<file path="src/rtl/output_layer_writer_pkg.sv">
// Shared constants, state encoding and strobe helper for the output layer writer.
// Imported by the row buffer and the top-level writer.
package output_layer_writer_pkg;

    localparam int BURST_LEN   = 8;
    localparam int ROW_SHIFT   = 6;
    localparam int LAYER_SHIFT = 12;
    localparam int MAX_COLS    = 64;

    typedef logic [2:0] state_t;

    localparam state_t ST_IDLE = 3'd0;
    localparam state_t ST_FILL = 3'd1;
    localparam state_t ST_ADDR = 3'd2;
    localparam state_t ST_DATA = 3'd3;
    localparam state_t ST_RESP = 3'd4;

    localparam logic [1:0] AW_BURST_INCR = 2'b01;
    localparam logic [2:0] AW_SIZE_8B    = 3'd3;
    localparam logic [3:0] AW_CACHE_BUF  = 4'b0011;

    // Lane j of beat k is live iff 8k+j < cols.
    function automatic logic [7:0] strb_for_beat(
        input logic [2:0] beat,
        input logic [6:0] cols
    );
        logic [7:0] s;
        s = '0;
        for (int j = 0; j < 8; j++) begin
            s[j] = (7'({beat, 3'(j)}) < cols);
        end
        return s;
    endfunction

endpackage

</file>
<file path="src/rtl/output_layer_writer_if.sv">
// AXI4 write-address, write-data and write-response channels.
// master: drives AW/W and BREADY; slave: drives AWREADY/WREADY and B.
interface output_layer_writer_if #(
    parameter int ID_W   = 3,
    parameter int ADDR_W = 32,
    parameter int DATA_W = 64
);
    logic [ID_W-1:0]     awid;
    logic [ADDR_W-1:0]   awaddr;
    logic [7:0]          awlen;
    logic [2:0]          awsize;
    logic [1:0]          awburst;
    logic                awlock;
    logic [3:0]          awcache;
    logic [2:0]          awprot;
    logic [3:0]          awqos;
    logic                awvalid;
    logic                awready;

    logic [DATA_W-1:0]   wdata;
    logic [DATA_W/8-1:0] wstrb;
    logic                wlast;
    logic                wvalid;
    logic                wready;

    logic [ID_W-1:0]     bid;
    logic [1:0]          bresp;
    logic                bvalid;
    logic                bready;

    modport master (
        output awid, awaddr, awlen, awsize, awburst,
        output awlock, awcache, awprot, awqos, awvalid,
        input  awready,
        output wdata, wstrb, wlast, wvalid,
        input  wready,
        input  bid, bresp, bvalid,
        output bready
    );

    modport slave (
        input  awid, awaddr, awlen, awsize, awburst,
        input  awlock, awcache, awprot, awqos, awvalid,
        output awready,
        input  wdata, wstrb, wlast, wvalid,
        output wready,
        output bid, bresp, bvalid,
        input  bready
    );
endinterface

</file>
<file path="src/rtl/output_layer_writer_row.sv">
// Single-row pixel buffer: 8 beats x 64 bits, byte write per pixel, beat read-out.
// Ports: clk, reset_n, clear, wr_en/wr_col/wr_data, rd_beat, cols -> rd_data, rd_strb.
module output_row_buffer
    import output_layer_writer_pkg::*;
(
    input  logic        clk,
    input  logic        reset_n,
    input  logic        clear,
    input  logic        wr_en,
    input  logic [5:0]  wr_col,
    input  logic [7:0]  wr_data,
    input  logic [2:0]  rd_beat,
    input  logic [6:0]  cols,
    output logic [63:0] rd_data,
    output logic [7:0]  rd_strb
);

    logic [63:0] mem [BURST_LEN];

    // Lanes past cols are never written within a run, so clearing on
    // each accepted start keeps them at zero for every row.
    always_ff @(posedge clk or negedge reset_n) begin
        if (!reset_n) begin
            for (int i = 0; i < BURST_LEN; i++) mem[i] <= '0;
        end else if (clear) begin
            for (int i = 0; i < BURST_LEN; i++) mem[i] <= '0;
        end else if (wr_en) begin
            mem[wr_col[5:3]][{wr_col[2:0], 3'b000} +: 8] <= wr_data;
        end
    end

    assign rd_data = mem[rd_beat];
    assign rd_strb = strb_for_beat(rd_beat, cols);

endmodule

</file>
<file path="src/rtl/output_layer_writer.sv">
// Streams output pixels (row, layer, col order) into one 8-beat AXI4 burst per row.
// Ports: clk, reset_n, config + start, busy/done/bresp_error, pixel stream, m_axi master.
module output_layer_writer
    import output_layer_writer_pkg::*;
#(
    parameter int C_S_AXI_ID_WIDTH   = 3,
    parameter int C_S_AXI_ADDR_WIDTH = 32,
    parameter int C_S_AXI_DATA_WIDTH = 64,
    parameter int C_S_AXI_BURST_LEN  = 8
) (
    input  logic                          clk,
    input  logic                          reset_n,
    input  logic [C_S_AXI_ADDR_WIDTH-1:0] axi_address,
    input  logic [9:0]                    no_of_output_layers,
    input  logic [9:0]                    output_layer_row_size,
    input  logic [9:0]                    output_layer_col_size,
    input  logic                          start,
    output logic                          busy,
    output logic                          done,
    output logic                          bresp_error,
    input  logic [7:0]                    output_layer_1_data,
    input  logic                          output_layer_1_valid,
    output logic                          output_layer_1_rdy,
    output_layer_writer_if.master         m_axi
);

    localparam int AW = C_S_AXI_ADDR_WIDTH;
    localparam int SW = C_S_AXI_DATA_WIDTH / 8;

    state_t        state;
    logic [AW-1:0] cfg_base;
    logic [9:0]    cfg_layers;
    logic [6:0]    cfg_rows;
    logic [6:0]    cfg_cols;
    logic [5:0]    col;
    logic [9:0]    layer;
    logic [5:0]    row;
    logic [2:0]    beat;

    logic cfg_ok, accept, px_fire, last_col, last_beat, last_seg;
    logic [63:0] buf_data;
    logic [7:0]  buf_strb;
    logic        unused_ok;

    assign cfg_ok = (no_of_output_layers != '0)
                 && (output_layer_row_size != '0)
                 && (output_layer_col_size != '0)
                 && (output_layer_row_size <= 10'(MAX_COLS))
                 && (output_layer_col_size <= 10'(MAX_COLS));

    assign accept    = (state == ST_IDLE) && start && cfg_ok;
    assign px_fire   = (state == ST_FILL) && output_layer_1_valid;
    assign last_col  = (col == 6'(cfg_cols - 7'd1));
    assign last_beat = (beat == 3'(BURST_LEN - 1));
    assign last_seg  = (layer == cfg_layers - 10'd1)
                    && (row == 6'(cfg_rows - 7'd1));

    always_ff @(posedge clk or negedge reset_n) begin
        if (!reset_n) begin
            state       <= ST_IDLE;
            cfg_base    <= '0;
            cfg_layers  <= '0;
            cfg_rows    <= '0;
            cfg_cols    <= '0;
            col         <= '0;
            layer       <= '0;
            row         <= '0;
            beat        <= '0;
            done        <= 1'b0;
            bresp_error <= 1'b0;
        end else begin
            done <= 1'b0;
            case (state)
                ST_IDLE: begin
                    if (accept) begin
                        cfg_base    <= axi_address;
                        cfg_layers  <= no_of_output_layers;
                        cfg_rows    <= output_layer_row_size[6:0];
                        cfg_cols    <= output_layer_col_size[6:0];
                        col         <= '0;
                        layer       <= '0;
                        row         <= '0;
                        beat        <= '0;
                        bresp_error <= 1'b0;
                        state       <= ST_FILL;
                    end
                end
                ST_FILL: begin
                    if (px_fire) begin
                        if (last_col) begin
                            col   <= '0;
                            state <= ST_ADDR;
                        end else begin
                            col <= col + 6'd1;
                        end
                    end
                end
                ST_ADDR: begin
                    if (m_axi.awready) begin
                        beat  <= '0;
                        state <= ST_DATA;
                    end
                end
                ST_DATA: begin
                    if (m_axi.wready) begin
                        beat <= beat + 3'd1;
                        if (last_beat) state <= ST_RESP;
                    end
                end
                ST_RESP: begin
                    if (m_axi.bvalid) begin
                        if (m_axi.bresp != 2'b00) bresp_error <= 1'b1;
                        if (last_seg) begin
                            done  <= 1'b1;
                            state <= ST_IDLE;
                        end else begin
                            // Layer is the fast index; row advances on wrap.
                            if (layer == cfg_layers - 10'd1) begin
                                layer <= '0;
                                row   <= row + 6'd1;
                            end else begin
                                layer <= layer + 10'd1;
                            end
                            state <= ST_FILL;
                        end
                    end
                end
                default: state <= ST_IDLE;
            endcase
        end
    end

    output_row_buffer u_row (
        .clk     (clk),
        .reset_n (reset_n),
        .clear   (accept),
        .wr_en   (px_fire),
        .wr_col  (col),
        .wr_data (output_layer_1_data),
        .rd_beat (beat),
        .cols    (cfg_cols),
        .rd_data (buf_data),
        .rd_strb (buf_strb)
    );

    assign busy               = (state != ST_IDLE);
    assign output_layer_1_rdy = (state == ST_FILL);

    assign m_axi.awid    = '0;
    assign m_axi.awaddr  = cfg_base
                         + (AW'(layer) << LAYER_SHIFT)
                         + (AW'(row) << ROW_SHIFT);
    assign m_axi.awlen   = 8'(C_S_AXI_BURST_LEN - 1);
    assign m_axi.awsize  = AW_SIZE_8B;
    assign m_axi.awburst = AW_BURST_INCR;
    assign m_axi.awlock  = 1'b0;
    assign m_axi.awcache = AW_CACHE_BUF;
    assign m_axi.awprot  = 3'd0;
    assign m_axi.awqos   = 4'd0;
    assign m_axi.awvalid = (state == ST_ADDR);

    assign m_axi.wdata  = buf_data;
    assign m_axi.wstrb  = SW'(buf_strb);
    assign m_axi.wlast  = (state == ST_DATA) && last_beat;
    assign m_axi.wvalid = (state == ST_DATA);
    assign m_axi.bready = (state == ST_RESP);

    assign unused_ok = ^{1'b0, m_axi.bid};

endmodule
</file>
<file path="src/flat_wrapper.sv">
// flat-port wrapper written by rule: the top's interface ports become plain ports
module output_layer_writer_flat import output_layer_writer_pkg::*;
#(
    parameter int C_S_AXI_ID_WIDTH   = 3,
    parameter int C_S_AXI_ADDR_WIDTH = 32,
    parameter int C_S_AXI_DATA_WIDTH = 64,
    parameter int C_S_AXI_BURST_LEN  = 8
)
  (clk, reset_n, axi_address, no_of_output_layers, output_layer_row_size, output_layer_col_size, start, busy, done, bresp_error, output_layer_1_data, output_layer_1_valid, output_layer_1_rdy, m_axi_awid, m_axi_awaddr, m_axi_awlen, m_axi_awsize, m_axi_awburst, m_axi_awlock, m_axi_awcache, m_axi_awprot, m_axi_awqos, m_axi_awvalid, m_axi_awready, m_axi_wdata, m_axi_wstrb, m_axi_wlast, m_axi_wvalid, m_axi_wready, m_axi_bid, m_axi_bresp, m_axi_bvalid, m_axi_bready);
  output_layer_writer_if m_axi_i ();
  input  logic clk;
  input  logic reset_n;
  input  logic [C_S_AXI_ADDR_WIDTH-1:0] axi_address;
  input  logic [9:0] no_of_output_layers;
  input  logic [9:0] output_layer_row_size;
  input  logic [9:0] output_layer_col_size;
  input  logic start;
  output logic busy;
  output logic done;
  output logic bresp_error;
  input  logic [7:0] output_layer_1_data;
  input  logic output_layer_1_valid;
  output logic output_layer_1_rdy;
  output wire logic [$bits(m_axi_i.awid)-1:0] m_axi_awid;
  output wire logic [$bits(m_axi_i.awaddr)-1:0] m_axi_awaddr;
  output wire logic [$bits(m_axi_i.awlen)-1:0] m_axi_awlen;
  output wire logic [$bits(m_axi_i.awsize)-1:0] m_axi_awsize;
  output wire logic [$bits(m_axi_i.awburst)-1:0] m_axi_awburst;
  output wire logic [$bits(m_axi_i.awlock)-1:0] m_axi_awlock;
  output wire logic [$bits(m_axi_i.awcache)-1:0] m_axi_awcache;
  output wire logic [$bits(m_axi_i.awprot)-1:0] m_axi_awprot;
  output wire logic [$bits(m_axi_i.awqos)-1:0] m_axi_awqos;
  output wire logic [$bits(m_axi_i.awvalid)-1:0] m_axi_awvalid;
  input wire logic [$bits(m_axi_i.awready)-1:0] m_axi_awready;
  output wire logic [$bits(m_axi_i.wdata)-1:0] m_axi_wdata;
  output wire logic [$bits(m_axi_i.wstrb)-1:0] m_axi_wstrb;
  output wire logic [$bits(m_axi_i.wlast)-1:0] m_axi_wlast;
  output wire logic [$bits(m_axi_i.wvalid)-1:0] m_axi_wvalid;
  input wire logic [$bits(m_axi_i.wready)-1:0] m_axi_wready;
  input wire logic [$bits(m_axi_i.bid)-1:0] m_axi_bid;
  input wire logic [$bits(m_axi_i.bresp)-1:0] m_axi_bresp;
  input wire logic [$bits(m_axi_i.bvalid)-1:0] m_axi_bvalid;
  output wire logic [$bits(m_axi_i.bready)-1:0] m_axi_bready;
  assign m_axi_awid = m_axi_i.awid;
  assign m_axi_awaddr = m_axi_i.awaddr;
  assign m_axi_awlen = m_axi_i.awlen;
  assign m_axi_awsize = m_axi_i.awsize;
  assign m_axi_awburst = m_axi_i.awburst;
  assign m_axi_awlock = m_axi_i.awlock;
  assign m_axi_awcache = m_axi_i.awcache;
  assign m_axi_awprot = m_axi_i.awprot;
  assign m_axi_awqos = m_axi_i.awqos;
  assign m_axi_awvalid = m_axi_i.awvalid;
  assign m_axi_i.awready = m_axi_awready;
  assign m_axi_wdata = m_axi_i.wdata;
  assign m_axi_wstrb = m_axi_i.wstrb;
  assign m_axi_wlast = m_axi_i.wlast;
  assign m_axi_wvalid = m_axi_i.wvalid;
  assign m_axi_i.wready = m_axi_wready;
  assign m_axi_i.bid = m_axi_bid;
  assign m_axi_i.bresp = m_axi_bresp;
  assign m_axi_i.bvalid = m_axi_bvalid;
  assign m_axi_bready = m_axi_i.bready;
  output_layer_writer #(.C_S_AXI_ID_WIDTH(C_S_AXI_ID_WIDTH), .C_S_AXI_ADDR_WIDTH(C_S_AXI_ADDR_WIDTH), .C_S_AXI_DATA_WIDTH(C_S_AXI_DATA_WIDTH), .C_S_AXI_BURST_LEN(C_S_AXI_BURST_LEN)) u_core (.clk(clk), .reset_n(reset_n), .axi_address(axi_address), .no_of_output_layers(no_of_output_layers), .output_layer_row_size(output_layer_row_size), .output_layer_col_size(output_layer_col_size), .start(start), .busy(busy), .done(done), .bresp_error(bresp_error), .output_layer_1_data(output_layer_1_data), .output_layer_1_valid(output_layer_1_valid), .output_layer_1_rdy(output_layer_1_rdy), .m_axi(m_axi_i));
endmodule
</file>
<file path="config.mk">
export PLATFORM = sky130hd
export DESIGN_NAME = output_layer_writer_flat
export DESIGN_NICKNAME = d
export VERILOG_FILES = /design/src/rtl/output_layer_writer_pkg.sv /design/src/rtl/output_layer_writer_if.sv /design/src/rtl/output_layer_writer_row.sv /design/src/rtl/output_layer_writer.sv /design/src/flat_wrapper.sv
export SDC_FILE = /design/constraint.sdc
export NUM_CORES = 1
export LEC_CHECK = 0
export ABC_AREA = 1
export BUFFER_PORTS_ARGS = -buffer_cell sky130_fd_sc_hd__buf_2
export CELL_PAD_IN_SITES_DETAIL_PLACEMENT = 1
export CELL_PAD_IN_SITES_GLOBAL_PLACEMENT = 1
export CORE_ASPECT_RATIO = 2
export CORE_UTILIZATION = 40
export CTS_CLUSTER_SIZE = 10
export DETAILED_ROUTE_END_ITERATION = 8
export PLACE_DENSITY_LB_ADDON = 0.08
export SKIP_LAST_GASP = 1
export SLEW_MARGIN = 20
export SYNTH_ARGS = -nofsm -noshare
export SYNTH_HDL_FRONTEND = slang
export SYNTH_SLANG_ARGS = --single-unit
</file>
<file path="constraint.sdc">
create_clock -name clk -period 2.7 [get_ports clk]
set_clock_uncertainty 0.2 [all_clocks]
set_input_delay 0 -clock clk [delete_from_list [all_inputs] [get_ports clk]]
set_output_delay 0 -clock clk [all_outputs]
set_load 0.005 [all_outputs]
</file>
==> results_dict.tcl, run 1 <==
set metrics [dict create \
    status "complete, but fails checks" \
    violations "negative setup slack" \
    worstPathCellList "ha_4 -> clkinvlp_4 -> nor3_4 -> buf_6 -> a21oi_4 -> o21ai_4 -> nand2_2 -> nand2_4 -> nand2_4 -> xor2_1 -> buf_2" \
    r2r-start "u_core.state[1]$_DFFE_PN0P_" \
    core_sq_mm 0.0784 \
    yosys-top-cells-area "dfrtp_1 47%, nand2_1 14%, o21ai_0 13%" \
    cts-root-buf "clkbuf_16" \
    reg2reg_depth 10 \
    crit_fanout 3 \
    antenna_found_initial 0 \
    p_total_uw 30500 \
    antenna_cells 0 \
    setup_viol 45 \
    wl_per_cell_um 22.5 \
    die_h_um 401 \
    antenna_left 0 \
    clockBufferDepth 3 \
    fillCellCount 9611 \
    cts_made_buffers 70 \
    synth_top_area_share_pct 47.0 \
    wl_um 133000 \
    hold_class "primary input to flop" \
    finalHoldViolations 0 \
    synth-edff-count 0 \
    dieArea_sq_mm 0.0807 \
    remaining_drc_errors 0 \
    max-slew-margin-rel_pct 52.2 \
    min_path_cells 4 \
    drtIter0Drc 1583 \
    synth_seq_cells 597 \
    stdcell_area_sq_mm 0.0413 \
    period_share_pct 114 \
    gp_congestion 0.908 \
    layout_common_cells "1155 x nand2_1, 735 x o21ai_0, 574 x dfrtp_1, 507 x inv_1, 486 x nor2_1" \
    synth_area_sq_mm 0.0318 \
    clkSinkCount 597 \
    total_leakage_power_uw 0.0219 \
    fin_tns_setup_ps -5210 \
    grt_pass1_vias 33200 \
    gr-total-overflow 0 \
    clock_latency_ps 650 \
    end_kind "primary output" \
    arrival_ps 2890 \
    synth-async-reset-ratio_pct 100 \
    ir_worst_vdd_mv 0.459 \
    start_util_pct 40.6 \
    dieWidth_um 201 \
    layout_setup_ws_ps -386 \
    synthToLayoutAreaGrowth_pct 29.9 \
    hold_end "u_core.cfg_layers[0]$_DFFE_PN0P_" \
    ys.warnings.count 0 \
    r2r_setup_slack_ps 60 \
    hp-start "no_of_output_layers[0]" \
    io_buffers 190 \
    worstMarginPinSlew_ps 718 \
    via_per_inst 5.40 \
    grt_pass1_wl_um 194000 \
    critPathKind "flop to primary output" \
    cp.required_ps 2500 \
    io_pins 222 \
    cts_htree_levels 3 \
    dp_slack_ps 37.5 \
    start_kind "flop" \
    clk_pin_slew_ps 60 \
    drv_cap 0 \
    track_usage_pct 31.3 \
    synth_flop_cell "dfrtp_1" \
    slew_viol_final 0 \
    grt_max_degree 98 \
    cts_tree "done" \
    power.density_mw_per_mm2 739 \
    placed_area_sq_mm 0.0347 \
    layout_commonest_cell "nand2_1" \
    synth_cell_type_count 43 \
    period_needed_ps 3090 \
    rsz0062_at_grt "yes" \
    cp_slowest_cell "dfrtp_2" \
    synthCells 4399 \
    yosysTopAreaCell "dfrtp_1" \
    r2r_end "u_core.beat[2]$_DFFE_PN0P_" \
    vias 31800 \
    finalNetCount 4958 \
    num_rows 145 \
    max_stage_delay_ps 500 \
    max_freq_ghz 0.324 \
    dpl.hpwl_um 78200 \
    crit_path_frequent_cell "nand2_4" \
    dr.pass1.iters 5 \
    yosysSeqAreaShare_pct 47.0 \
    layout-drive-gt1-share_pct 17.4 \
    synth_area_per_cell_sq_um 7.23 \
]
==> worst max-delay path by stage <==
stage | cells past startpoint | slack (ps) | endpoint | startpoint
final | 11 | -390 | m_axi_awaddr[26] | u_core.row[2]$_DFFE_PN0P_
after global routing | 11 | -410 | m_axi_awaddr[26] | u_core.row[2]$_DFFE_PN0P_
after CTS | 11 | -170 | m_axi_awaddr[30] | u_core.row[2]$_DFFE_PN0P_
after detailed placement | 12 | 40 | u_core.u_row.mem[324]$_DFFE_PN0P_ | u_core.col[0]$_DFFE_PN0P_
after global placement | 13 | 100 | u_core.layer[5]$_DFFE_PN0P_ | u_core.cfg_rows[0]$_DFFE_PN0P_
after floorplan | 14 | 80 | u_core.u_row.mem[406]$_DFFE_PN0P_ | u_core.col[0]$_DFFE_PN0P_
==> cells in the mapped netlist, drive strengths merged (2+ instances only) <==
cell type	number
nor3b	2
a21oi	66
conb	2
dfrtp	597
clkbuf	196
xnor2	23
nand3	53
inv	537
a31oi	66
o22ai	74
nand2	1184
o21bai	4
nor3	18
buf	98
o21ai	812
or2	4
a21o	3
nand4	45
o31ai	6
clkinv	4
nand3b	2
xor2	30
ha	30
nor2	532
o21a	3
==> through the flow <==
| step | instances | utilization, % | hold WS (ps) |
|---|---|---|---|
| floorplan | 4425 | - | -496 |
| global placement | 5539 | 44.3 | -236 |
| detailed placement | 5539 | 44.3 | -234 |
| CTS | 5819 | 50.6 | 6.42 |
| global route | 5886 | 52.7 | 51.8 |
| finish | 5886 | 52.7 | 33.8 |
==> logic make-up (layout without fill, tap and decap cells) <==
group,after synthesis,count (layout),synth area share (%)
flops,597,597,47.0
compound gates,1038,1038,17.1
other cells,2,28,0.0236
fa+ha+maj,31,31,1.24
buf+inv,835,1266,10.5
xor+xnor,53,53,1.46
simple gates,1843,1844,22.7
==> area by class of cell <==
type                            count  area (sq um)  share of cell area (%)
Timing Repair Buffer              634          6110                    14.8
Sequential cell                   597         15000                    36.3
Multi-Input combinational cell   2994         14800                    35.9
Inverter                          541          2090                    5.05
Timing Repair inverter              7          86.3                   0.209
Tap cell                         1029          1290                    3.12
Clock buffer                       79          1850                    4.48
Clock inverter                      5          76.3                   0.185
==> report_power, final <==
part / switching (uW) / internal, uW
Combinational: 7140 / 4640
Clock: 3880 / 4890
Sequential: 423 / 9520
Total: 11400 / 19100
==> worst max-delay path, delay by kind of cell, from the launching register on <==
family	cells	cell delay, ps
AND/OR/NAND/NOR	4	520
adder cells (fa/ha/maj)	1	340
buffers and inverters	3	420
flip-flops	1	500
XOR/XNOR	1	220
AO/OA/AOI/OAI	2	230
==> registers in the layout, indices dropped and copies added (netlist names) <==
signal and cells:
u_core.bresp_error 1, u_core.done 1, u_core.layer 10, u_core.row 6
u_core.cfg_layers 10, u_core.col 6, u_core.cfg_cols 7, u_core.cfg_base 32
u_core.state 3, u_core.u_row.mem 512, u_core.cfg_rows 6, u_core.beat 3
==> metal layers <==
layer	up-vias	routed length, um	global-route usage (%)
met5	-	0	0
met2	789	70300	59.0
met3	364	4250	3.51
li1	14700	-	-
met4	0	8700	17.5
met1	15900	49300	33.3
==> what timing repair did <==
item / in CTS / in global routing
hold buffers: 135 / 0
pin swaps: 61 / 88
cloned: 15 / 23
buffers inserted: 46 / 47
gates resized for setup: 213 / 241
setup endpoints to repair: 89 / 211
endpoints found under the hold margin: 1040 / 0
No activity file was read; power rests on OpenSTA's default activity.
==> inputs of run 2 (changes only) <==
--- a/config.mk
+++ b/config.mk
@@ -11,5 +11,5 @@
 export CELL_PAD_IN_SITES_GLOBAL_PLACEMENT = 1
 export CORE_ASPECT_RATIO = 2
-export CORE_UTILIZATION = 40
+export CORE_UTILIZATION = 48
 export CTS_CLUSTER_SIZE = 10
 export DETAILED_ROUTE_END_ITERATION = 8
==> constraint.sdc (replaced) <==
create_clock -name clk -period 3.82 [get_ports clk]
set_clock_uncertainty 0.2 [all_clocks]
set_input_delay 0.573 -clock clk [delete_from_list [all_inputs] [get_ports clk]]
set_output_delay 0.573 -clock clk [all_outputs]
set_load 0.005 [all_outputs]
==> run 2 against run 1 <==
Net effect: the flow now finishes without violations; first-iteration DRC count increased by 1.3%; die area decreased by 17%; combinational power decreased by 50%; highest routed layer unchanged; flip-flop and latch count unchanged.
==> results_dict.tcl, run 2 (synthesis gave the netlist of run 1 again) <==
set metrics [dict create \
    status "complete, no violations" \
    dp_slack_ps 448 \
    p_sw_uw 6960 \
    layout_common_cells "1181 x nand2_1, 798 x o21ai_0, 589 x dfrtp_1, 522 x nor2_1, 517 x inv_1" \
    top_register "u_core.u_row.mem" \
    fillCellCount 8582 \
    total_leakage_power_uw 0.0197 \
    finalHoldViolations 0 \
    period_share_pct 97.0 \
    dieArea_sq_mm 0.0673 \
    finalNetCount 4660 \
    combinationalPowerShare_pct 31.4 \
    clkPwrFrac_pct 31.4 \
    gr-total-overflow 0 \
    worstMarginPinSlew_ps 1040 \
    wl_per_cell_um 20.3 \
    gp_congestion 0.852 \
    via_per_inst 5.57 \
    reg_top3 "u_core.u_row.mem x512, u_core.cfg_base x32" \
    drv_cap 0 \
    period_needed_ps 3700 \
    multi_input_area_sq_mm 0.0136 \
    layout_setup_ws_ps 115 \
    io_buffers 190 \
    grt_max_degree 132 \
    slew_viol_final 0 \
    dieWidth_um 184 \
    rsz0062_at_grt "no" \
    layout_commonest_cell "nand2_1" \
    p_int_uw 12000 \
    remaining_drc_errors 0 \
    grt_pass1_wl_um 176000 \
    track_usage_pct 33.6 \
    dpl.hpwl_um 71700 \
    switching_share_pct 36.8 \
    antenna_left 0 \
    num_rows 133 \
    start_kind "flop" \
    seq_area_sq_mm 0.0150 \
    clk_pin_slew_ps 60 \
    critPathKind "flop to primary output" \
    setup_viol 0 \
    max-slew-margin-rel_pct 30.5 \
    cts_htree_levels 3 \
    hold_class "primary input to flop" \
    cp.required_ps 3050 \
    end_kind "primary output" \
    vias 30300 \
    arrival_ps 2930 \
    largest_reg_flops 512 \
    p_seq_share_pct 37.2 \
    crit_fanout 6 \
    drtIter0Drc 1603 \
    clkSinkCount 597 \
    clock_latency_ps 630 \
    core_sq_mm 0.0656 \
    antenna_cells 0 \
    io_pins 222 \
    start_util_pct 48.5 \
    cts_made_buffers 70 \
    grt_pass1_vias 32300 \
    wl_um 110000 \
    cts-root-buf "clkbuf_16" \
    cts_tree "done" \
    antenna_found_initial 0 \
    power.density_mw_per_mm2 525 \
    dr.pass1.iters 5 \
    die_h_um 366 \
    clockBufferDepth 3 \
    fin_tns_setup_ps 0 \
    max_freq_ghz 0.270 \
    synthToLayoutAreaGrowth_pct 13.4 \
    ir_worst_vdd_mv 0.334 \
    layout-drive-gt1-share_pct 9.44 \
]
==> run 2: cell count changes in the layout (fill, tap and decap cells not counted), moves of 19 or more <==
cell / delta
nor2_1: +36
buf_6: -31
dlygate4sd3_1: -87
buf_12: -30
a21oi_1: +25
o21ai_0: +63
nand2_1: +26
o22ai_1: +19
nor2_2: -26
buf_4: -102
a31oi_1: +19
o21ai_1: -45
==> run 2: repair_timing <==
action | 4_1_cts | 5_1_grt
pin swaps | 0 | 1
buffers inserted | 0 | 1
gates resized for setup | 4 | 12
endpoints found under the hold margin | 104 | 0
hold buffers | 47 | 0
setup endpoints to repair | 3 | 7
==> run 2: final timing paths <==
kind                                                endpoint  cells past startpoint  slack, ps                               from
max                                         m_axi_awaddr[30]                     11        120          u_core.row[0]$_DFFE_PN0P_
min                         u_core.cfg_layers[6]$_DFFE_PN0P_                      3         40             no_of_output_layers[6]
max reg2reg                 u_core.u_row.mem[14]$_DFFE_PN0P_                      6        530          u_core.col[5]$_DFFE_PN0P_
min reg2reg                u_core.u_row.mem[167]$_DFFE_PN0P_                      2        280  u_core.u_row.mem[167]$_DFFE_PN0P_
max in group asynchronous   u_core.u_row.mem[78]$_DFFE_PN0P_                      3       2130                            reset_n
min in group asynchronous     u_core.cfg_rows[1]$_DFFE_PN0P_                      2        360                            reset_n
==> run 2: metal layers <==
metal | up-vias | routed length [um] | global-route usage [%]
li1 | 14100 | - | -
met1 | 15200 | 41100 | 36.3
met2 | 668 | 58400 | 61.9
met3 | 271 | 4220 | 4.40
met4 | 0 | 6420 | 19.2
met5 | - | 0 | 0
==> run 2: worst max-delay path, cell delays in order (launching register included) <==
cell and delay [ps]:
dfrtp_2 430, ha_2 270, inv_1 90, fa_1 430, inv_1 130, a21oi_1 120, o21ai_2 180, nand2_1 80
nand2_2 140, nand3_1 120, xnor2_1 170, buf_2 140
==> run 2: layout make-up <==
type                            count  share of cell area [%]
Sequential cell                   597                    41.5
Clock inverter                      3                  0.0521
Timing Repair Buffer              344                    6.87
Inverter                          541                    5.66
Multi-Input combinational cell   2993                    37.9
Tap cell                          877                    3.04
Clock buffer                       76                    5.04
==> run 2: power by group through the flow <==
| stage | Combinational (uW) | Sequential, uW | Clock [uW] |
|---|---|---|---|
| floorplan | 3370 | 7020 | 0 |
| global placement | 5750 | 7130 | 0 |
| detailed placement | 5870 | 7150 | 0 |
| CTS | 5950 | 7040 | 6060 |
| global route | 6540 | 7090 | 6260 |
| finish | 5930 | 7050 | 5940 |
==> run 2: through the flow <==
step	std cells	instance area, sq um	power (uW)	hold WS [ps]	util [%]
2_1_floorplan	4425	31900	10400	77.4	-
3_3_place_gp	5304	33700	12900	256	51.4
3_5_place_dp	5304	33700	13000	268	51.4
4_1_cts	5430	36000	19100	12.0	54.9
5_1_grt	5431	36100	19900	66.6	55.0
6_report	5431	36100	18900	38.3	55.0
